File: src/rtl/regfile_pkg.sv
// Shared types and port-slice helpers for the multi-port register file.
// Helpers operate on buses widened to the MAX_* limits; callers zero-extend and truncate.
package regfile_pkg;

  typedef enum logic {
    CLR_IDLE,
    CLR_ACTIVE
  } clr_state_e;

  localparam int MAX_DW = 64;
  localparam int MAX_AW = 16;
  localparam int MAX_NR = 8;
  localparam int MAX_NW = 4;

  function automatic logic [MAX_AW-1:0] get_rd_addr(input logic [MAX_NR*MAX_AW-1:0] bus,
                                                    input int unsigned idx,
                                                    input int unsigned aw);
    return MAX_AW'(bus >> (idx * aw));
  endfunction

  function automatic logic [MAX_AW-1:0] get_wr_addr(input logic [MAX_NW*MAX_AW-1:0] bus,
                                                    input int unsigned idx,
                                                    input int unsigned aw);
    return MAX_AW'(bus >> (idx * aw));
  endfunction

  function automatic logic [MAX_DW-1:0] get_wr_data(input logic [MAX_NW*MAX_DW-1:0] bus,
                                                    input int unsigned idx,
                                                    input int unsigned dw);
    return MAX_DW'(bus >> (idx * dw));
  endfunction

endpackage

File: src/rtl/regfile_mp_conflict.sv
// Combinational port arbitration: write winners, read/write hits with forward select,
// and out-of-range detection. Lowest-index writer wins an address clash.
module regfile_mp_conflict
  import regfile_pkg::*;
#(
  parameter int ADDR_WIDTH = 5,
  parameter int DEPTH      = 32,
  parameter int NR         = 2,
  parameter int NW         = 1,
  parameter int SEL_W      = (NW > 1) ? $clog2(NW) : 1
) (
  input  logic [NW*ADDR_WIDTH-1:0] wad,
  input  logic [NW-1:0]            wen,
  input  logic [NR*ADDR_WIDTH-1:0] rad,
  input  logic [NR-1:0]            ren,
  input  logic                     clr_active,
  output logic [NW-1:0]            wr_ok,
  output logic [NW-1:0]            wr_drop,
  output logic [NR-1:0]            rd_oor,
  output logic [NR-1:0]            rd_hit,
  output logic [NR-1:0][SEL_W-1:0] rd_sel
);

  localparam logic [ADDR_WIDTH:0] DEPTH_L = (ADDR_WIDTH + 1)'(DEPTH);

  logic [ADDR_WIDTH-1:0] wa [NW];
  logic [ADDR_WIDTH-1:0] ra [NR];
  logic [NW-1:0]         w_inr;
  logic [NR-1:0]         r_inr;

  for (genvar g = 0; g < NW; g++) begin : g_wr
    assign wa[g]    = ADDR_WIDTH'(get_wr_addr((MAX_NW*MAX_AW)'(wad), g, ADDR_WIDTH));
    assign w_inr[g] = {1'b0, wa[g]} < DEPTH_L;
  end

  for (genvar g = 0; g < NR; g++) begin : g_rd
    assign ra[g]    = ADDR_WIDTH'(get_rd_addr((MAX_NR*MAX_AW)'(rad), g, ADDR_WIDTH));
    assign r_inr[g] = {1'b0, ra[g]} < DEPTH_L;
  end

  always_comb begin
    logic lost;
    lost    = 1'b0;
    wr_ok   = '0;
    wr_drop = '0;
    rd_oor  = '0;
    rd_hit  = '0;
    rd_sel  = '0;
    for (int w = 0; w < NW; w++) begin
      lost = 1'b0;
      for (int j = 0; j < w; j++) begin
        if (wen[j] && w_inr[j] && (wa[j] == wa[w])) lost = 1'b1;
      end
      wr_ok[w]   = wen[w] && w_inr[w] && !lost && !clr_active;
      wr_drop[w] = wen[w] && !wr_ok[w];
    end
    for (int r = 0; r < NR; r++) begin
      rd_oor[r] = ren[r] && !r_inr[r];
      // Descending scan so the lowest-index performed write is selected last.
      for (int w = NW - 1; w >= 0; w--) begin
        if (wr_ok[w] && (wa[w] == ra[r])) begin
          rd_hit[r] = 1'b1;
          rd_sel[r] = SEL_W'(w);
        end
      end
    end
  end

endmodule

File: src/rtl/regfile_mp.sv
// Multi-port register file with registered reads, per-port conflict flags,
// optional write-to-read bypass and a background clear engine.
module regfile_mp
  import regfile_pkg::*;
#(
  parameter int DATA_WIDTH = 32,
  parameter int DEPTH      = 32,
  parameter int ADDR_WIDTH = 5,
  parameter int NR         = 2,
  parameter int NW         = 1,
  parameter int BYPASS     = 0
) (
  input  logic                     clk,
  input  logic                     reset,
  input  logic [NW*DATA_WIDTH-1:0] din,
  input  logic [NW*ADDR_WIDTH-1:0] wad,
  input  logic [NW-1:0]            wen,
  input  logic [NR*ADDR_WIDTH-1:0] rad,
  input  logic [NR-1:0]            ren,
  input  logic                     clr_req,
  output logic [NR*DATA_WIDTH-1:0] dout,
  output logic [NR-1:0]            rd_collision,
  output logic [NW-1:0]            wr_collision,
  output logic                     clr_busy
);

  localparam int PW    = $clog2(DEPTH);
  localparam int SEL_W = (NW > 1) ? $clog2(NW) : 1;

  logic [DATA_WIDTH-1:0] mem [DEPTH];
  logic [DATA_WIDTH-1:0] wd  [NW];
  logic [ADDR_WIDTH-1:0] wa  [NW];
  logic [ADDR_WIDTH-1:0] ra  [NR];

  clr_state_e      state_q, state_d;
  logic [PW-1:0]   ptr_q, ptr_d;

  logic [NW-1:0]            wr_ok, wr_drop;
  logic [NR-1:0]            rd_oor, rd_hit;
  logic [NR-1:0][SEL_W-1:0] rd_sel;

  for (genvar g = 0; g < NW; g++) begin : g_wr
    assign wd[g] = DATA_WIDTH'(get_wr_data((MAX_NW*MAX_DW)'(din), g, DATA_WIDTH));
    assign wa[g] = ADDR_WIDTH'(get_wr_addr((MAX_NW*MAX_AW)'(wad), g, ADDR_WIDTH));
  end

  for (genvar g = 0; g < NR; g++) begin : g_rd
    assign ra[g] = ADDR_WIDTH'(get_rd_addr((MAX_NR*MAX_AW)'(rad), g, ADDR_WIDTH));
  end

  regfile_mp_conflict #(
    .ADDR_WIDTH (ADDR_WIDTH),
    .DEPTH      (DEPTH),
    .NR         (NR),
    .NW         (NW),
    .SEL_W      (SEL_W)
  ) u_conflict (
    .wad        (wad),
    .wen        (wen),
    .rad        (rad),
    .ren        (ren),
    .clr_active (state_q == CLR_ACTIVE),
    .wr_ok      (wr_ok),
    .wr_drop    (wr_drop),
    .rd_oor     (rd_oor),
    .rd_hit     (rd_hit),
    .rd_sel     (rd_sel)
  );

  always_ff @(posedge clk) begin
    if (reset) begin
      state_q <= CLR_IDLE;
      ptr_q   <= '0;
    end else begin
      state_q <= state_d;
      ptr_q   <= ptr_d;
    end
  end

  always_comb begin
    state_d = state_q;
    ptr_d   = ptr_q;
    case (state_q)
      CLR_IDLE: begin
        if (clr_req) begin
          state_d = CLR_ACTIVE;
          ptr_d   = '0;
        end
      end
      CLR_ACTIVE: begin
        if (ptr_q == PW'(DEPTH - 1)) state_d = CLR_IDLE;
        else                         ptr_d   = ptr_q + 1'b1;
      end
      default: state_d = CLR_IDLE;
    endcase
  end

  assign clr_busy = (state_q == CLR_ACTIVE);

  // Writes are blocked by the conflict unit while clearing, so the two never collide here.
  always_ff @(posedge clk) begin
    if (reset) begin
      for (int i = 0; i < DEPTH; i++) mem[i] <= '0;
    end else begin
      if (state_q == CLR_ACTIVE) mem[ptr_q] <= '0;
      for (int w = 0; w < NW; w++) begin
        if (wr_ok[w]) mem[wa[w][PW-1:0]] <= wd[w];
      end
    end
  end

  always_ff @(posedge clk) begin
    if (reset) begin
      dout         <= '0;
      rd_collision <= '0;
      wr_collision <= '0;
    end else begin
      wr_collision <= wr_drop;
      for (int r = 0; r < NR; r++) begin
        if (!ren[r] || rd_oor[r]) begin
          dout[r*DATA_WIDTH +: DATA_WIDTH] <= '0;
          rd_collision[r]                  <= rd_oor[r];
        end else if (rd_hit[r]) begin
          if (BYPASS != 0) begin
            dout[r*DATA_WIDTH +: DATA_WIDTH] <= wd[rd_sel[r]];
            rd_collision[r]                  <= 1'b0;
          end else begin
            dout[r*DATA_WIDTH +: DATA_WIDTH] <= '0;
            rd_collision[r]                  <= 1'b1;
          end
        end else begin
          dout[r*DATA_WIDTH +: DATA_WIDTH] <= mem[ra[r][PW-1:0]];
          rd_collision[r]                  <= 1'b0;
        end
      end
    end
  end

endmodule

File: config.mk
export PLATFORM = sky130hd
export DESIGN_NAME = regfile_mp
export DESIGN_NICKNAME = d
export VERILOG_FILES = /design/src/rtl/regfile_pkg.sv /design/src/rtl/regfile_mp_conflict.sv /design/src/rtl/regfile_mp.sv
export SDC_FILE = /design/constraint.sdc
export NUM_CORES = 2
export LEC_CHECK = 0
export CAP_MARGIN = 40
export CELL_PAD_IN_SITES_DETAIL_PLACEMENT = 1
export CELL_PAD_IN_SITES_GLOBAL_PLACEMENT = 1
export CORE_UTILIZATION = 35
export DETAILED_ROUTE_END_ITERATION = 8
export PLACE_DENSITY = 0.64
export SLEW_MARGIN = 10
export SYNTH_ARGS = -nofsm -noshare
export SYNTH_HDL_FRONTEND = slang
export SYNTH_SLANG_ARGS = --single-unit
File: constraint.sdc
create_clock -name clk -period 4.7 [get_ports clk]
set_input_delay 0.94 -clock clk [delete_from_list [all_inputs] [get_ports clk]]
set_output_delay 0.94 -clock clk [all_outputs]
set_load 0.05 [all_outputs]
==> impl_metrics.csv <==
group,metric,value,unit
synth,synthTopCellsByArea,"edfxtp_1 56%, mux4_2 21%, nor3_1 9.3%, a22oi_1 3.5%, dfxtp_1 2.7%",
sta,setup_tns,0,ns
cells_and_area,regArea,0.0322,mm2
synth,synth_fa_ha_area_share,0.0455,%
floorplanning,initial_core_util,35.2,%
clocking,post-cts-setup-buffers,0,
sta,rsz0062_at_grt,"no",
floorplanning,dieArea,0.159,mm2
setup_path,worstPathRequired,5.17,ns
clocking,cts_buffers,120,
status,outcome,"complete, no violations",
cells_and_area,nets,3738,
cells_and_area,diodes,0,
synth,ys_warn_count,0,
global_routing,grt_pass1_vias,39800,
floorplanning,core,0.156,mm2
setup_path,endpoint_kind,"flop",
clocking,tritoncts,"yes",
sta,drv_slew,0,
global_routing,antenna_found_initial,3,
floorplanning,io_pins,121,
power_and_ir_drop,power.share.clock,40.8,%
global_routing,grt_max_degree,121,
clocking,cts_buffer_depth,3,
global_routing,grt_pass1_wl,300000,um
clocking,cts_resized,0,
synth,synth_top_family_by_area,"multiplexers",
cells_and_area,syn2layout_area_growth,15.3,%
power_and_ir_drop,swShare,25.8,%
setup_path,crit_type,"in2reg",
floorplanning,rows,145,
sta,worst_pin_slew,0.905,ns
synth,synthTopCellsByCount,"1028 x nor3_1, 1024 x edfxtp_1, 512 x mux4_2",
job,cap_violations,0,
placed_design,placed_cell_area,0.0596,mm2
placed_design,portBuffers,120,
cells_and_area,nFillCells,15500,
sta,hold_viol_final,0,
detailed_routing,vias_per_cell,6.59,
sta,final.min_clock_period,3.66,ns
global_routing,gr-total-overflow,0,
power_and_ir_drop,pwr-share-seq,47.4,%
synth,synthFlopType,"edfxtp_1",
power_and_ir_drop,pwr-share-comb,11.8,%
placed_design,dp_slack,0.332,ns
detailed_routing,ant_nets,0,
power_and_ir_drop,max-vdd-ir-drop,0.000297,V
synth,synth_most_common_cell,"nor3_1",
clocking,cts_hold_buf,0,
cells_and_area,multi_input_area,0.0212,mm2
sta,post-route-period-util,77.9,%
sta,fin_skew,0.0433,ns
detailed_routing,vias,38500,
floorplanning,die_height,399,um
setup_path,startpoint_type,"primary input",
power_and_ir_drop,p_total,23.6,mW
synth,synth_simple_gate_area_share,10.9,%
floorplanning,die_x,399,um
power_and_ir_drop,power.internal,17.5,mW
synth,ys_types,39,
synth,synth_compound_area_share,5.15,%
setup_path,cp_max_fo,120,
sta,setup_ws,1.04,ns
synth,syn_nets,3803,
detailed_routing,drt_iter0_markers,5195,
global_routing,grt_usage,26.6,%
power_and_ir_drop,power.switching,6.09,mW
placed_design,gp_congestion,0.788,
cells_and_area,postLayoutCellArea,0.0635,mm2
synth,synth_edf_count,1024,
synth,syn_area_per_cell,14.7,um2
synth,syn_inst,3748,
synth,muxShareOfSynthArea,21.1,%
detailed_routing,drc,0,
sta,finalSetupViolations,0,
synth,async_flop_share,0,%
sta,max_freq,273,MHz
synth,post-synth-top-area-fraction,55.9,%
sta,relSlewSlack,39.5,%
worst_hold_path,min_path_type,"in2reg",
synth,yosysTopAreaCell,"edfxtp_1",
detailed_routing,drt_first_pass_iters,5,
detailed_routing,wl_per_cell,36.3,um
synth,synth_seq_cells,1097,
clocking,clkTransAtPathRegs,0.06,ns
clocking,clkLatencyLatePin,0.80,ns
synth,synth-seq-area-share,58.5,%
power_and_ir_drop,leakagePower,20.1,nW
power_and_ir_drop,p_per_area,372,mW/mm2
clocking,root_buffer,"clkbuf_16",
synth,synth-xor-area-share,0.127,%
detailed_routing,routed_wl,212000,um
setup_path,crit_arrival,4.13,ns
cells_and_area,drive_above_1_share,25.6,%
clocking,clock-sinks,1097,
placed_design,hpwl,119000,um
clocking,h-tree-depth,3,
synth,synth_area,0.0550,mm2
-- stage by stage --
step,util (%),std cells,hold WS (ns)
detailed placement,38.1,5619,0.604
floorplan,-,3748,0.462
global route,40.6,5840,0.548
finish,40.6,5840,0.558
global placement,38.1,5613,0.591
CTS,40.6,5840,0.525
-- registers in the layout, summed over array words and instances (netlist names) --
name / count
mem: 1024
dout: 64
ptr_q: 5
rd_collision: 2
clr_busy: 1
wr_collision: 1
-- final cells by class --
type,instances,share of cell area [%]
flip-flops and latches,1097,50.8
clock inverters,64,1.05
repair buffers,329,5.70
well taps,2058,4.06
inverters,4,0.0237
clock buffers,157,5.09
multi-input cells,2131,33.3
-- worst paths after layout --
kind | start | slack [ns] | endpoint | cells past startpoint
hold / removal | reset | 0.56 | ptr_q[4] | 2
setup / recovery | wen | 1.04 | mem[25][6] | 6
hold reg to reg | ptr_q[0] | 0.63 | ptr_q[0] | 2
setup reg to reg | clr_busy | 1.40 | mem[25][6] | 5
-- power groups by stage --
stage	Sequential, mW	Clock (mW)	Combinational, mW
floorplan	11.4	0	1.48
global placement	11.4	0	2.71
detailed placement	11.4	0	2.75
CTS	11.2	9.72	2.75
global route	11.2	10.0	2.85
finish	11.2	9.62	2.78
-- placed cells by master, fill, tap and decap left out, types with 7 or more instances in the layout --
cell / netlist / final
a22o_1: 64 / 64
a22oi_1: 258 / 258
buf_12: 0 / 62
buf_4: 3 / 143
bufinv_16: 0 / 12
clkbuf_1: 322 / 29
clkbuf_16: 0 / 121
clkbuf_8: 0 / 7
clkdlybuf4s50_1: 0 / 115
clkinv_1: 0 / 16
clkinv_2: 0 / 23
dfxtp_1: 73 / 73
edfxtp_1: 1024 / 1024
mux4_2: 512 / 512
nand2_1: 165 / 164
nand3_4: 0 / 8
nor2_1: 11 / 9
nor3_1: 1028 / 1028
o21bai_4: 0 / 32
-- per-layer routing --
layer | part of all wire (%) | vias up | GRT usage [%]
li1 | - | 15200 | -
met1 | 39 | 20600 | 35.8
met2 | 47 | 2274 | 42.6
met3 | 10 | 443 | 5.11
met4 | 4.2 | 2 | 10.6
met5 | 0.0061 | - | 0
-- cell families (layout without fill, tap and decap cells) --
| group | Yosys count | count (layout) |
|---|---|---|
| AO/OA/AOI/OAI | 367 | 367 |
| XOR/XNOR | 8 | 8 |
| adder cells (fa/ha/maj) | 2 | 2 |
| buffers and inverters | 520 | 554 |
| flip-flops | 1097 | 1097 |
| multiplexers | 518 | 518 |
| AND/OR/NAND/NOR | 1236 | 1236 |
-- worst max-delay path, stage by stage --
cell	delay, ns
clkdlybuf4s50_1	0.69
nor3b_4	0.54
mux2i_1	0.67
or2_4	0.45
buf_12	0.39
nor3_1	0.16
(Power assumes the default switching activity.)
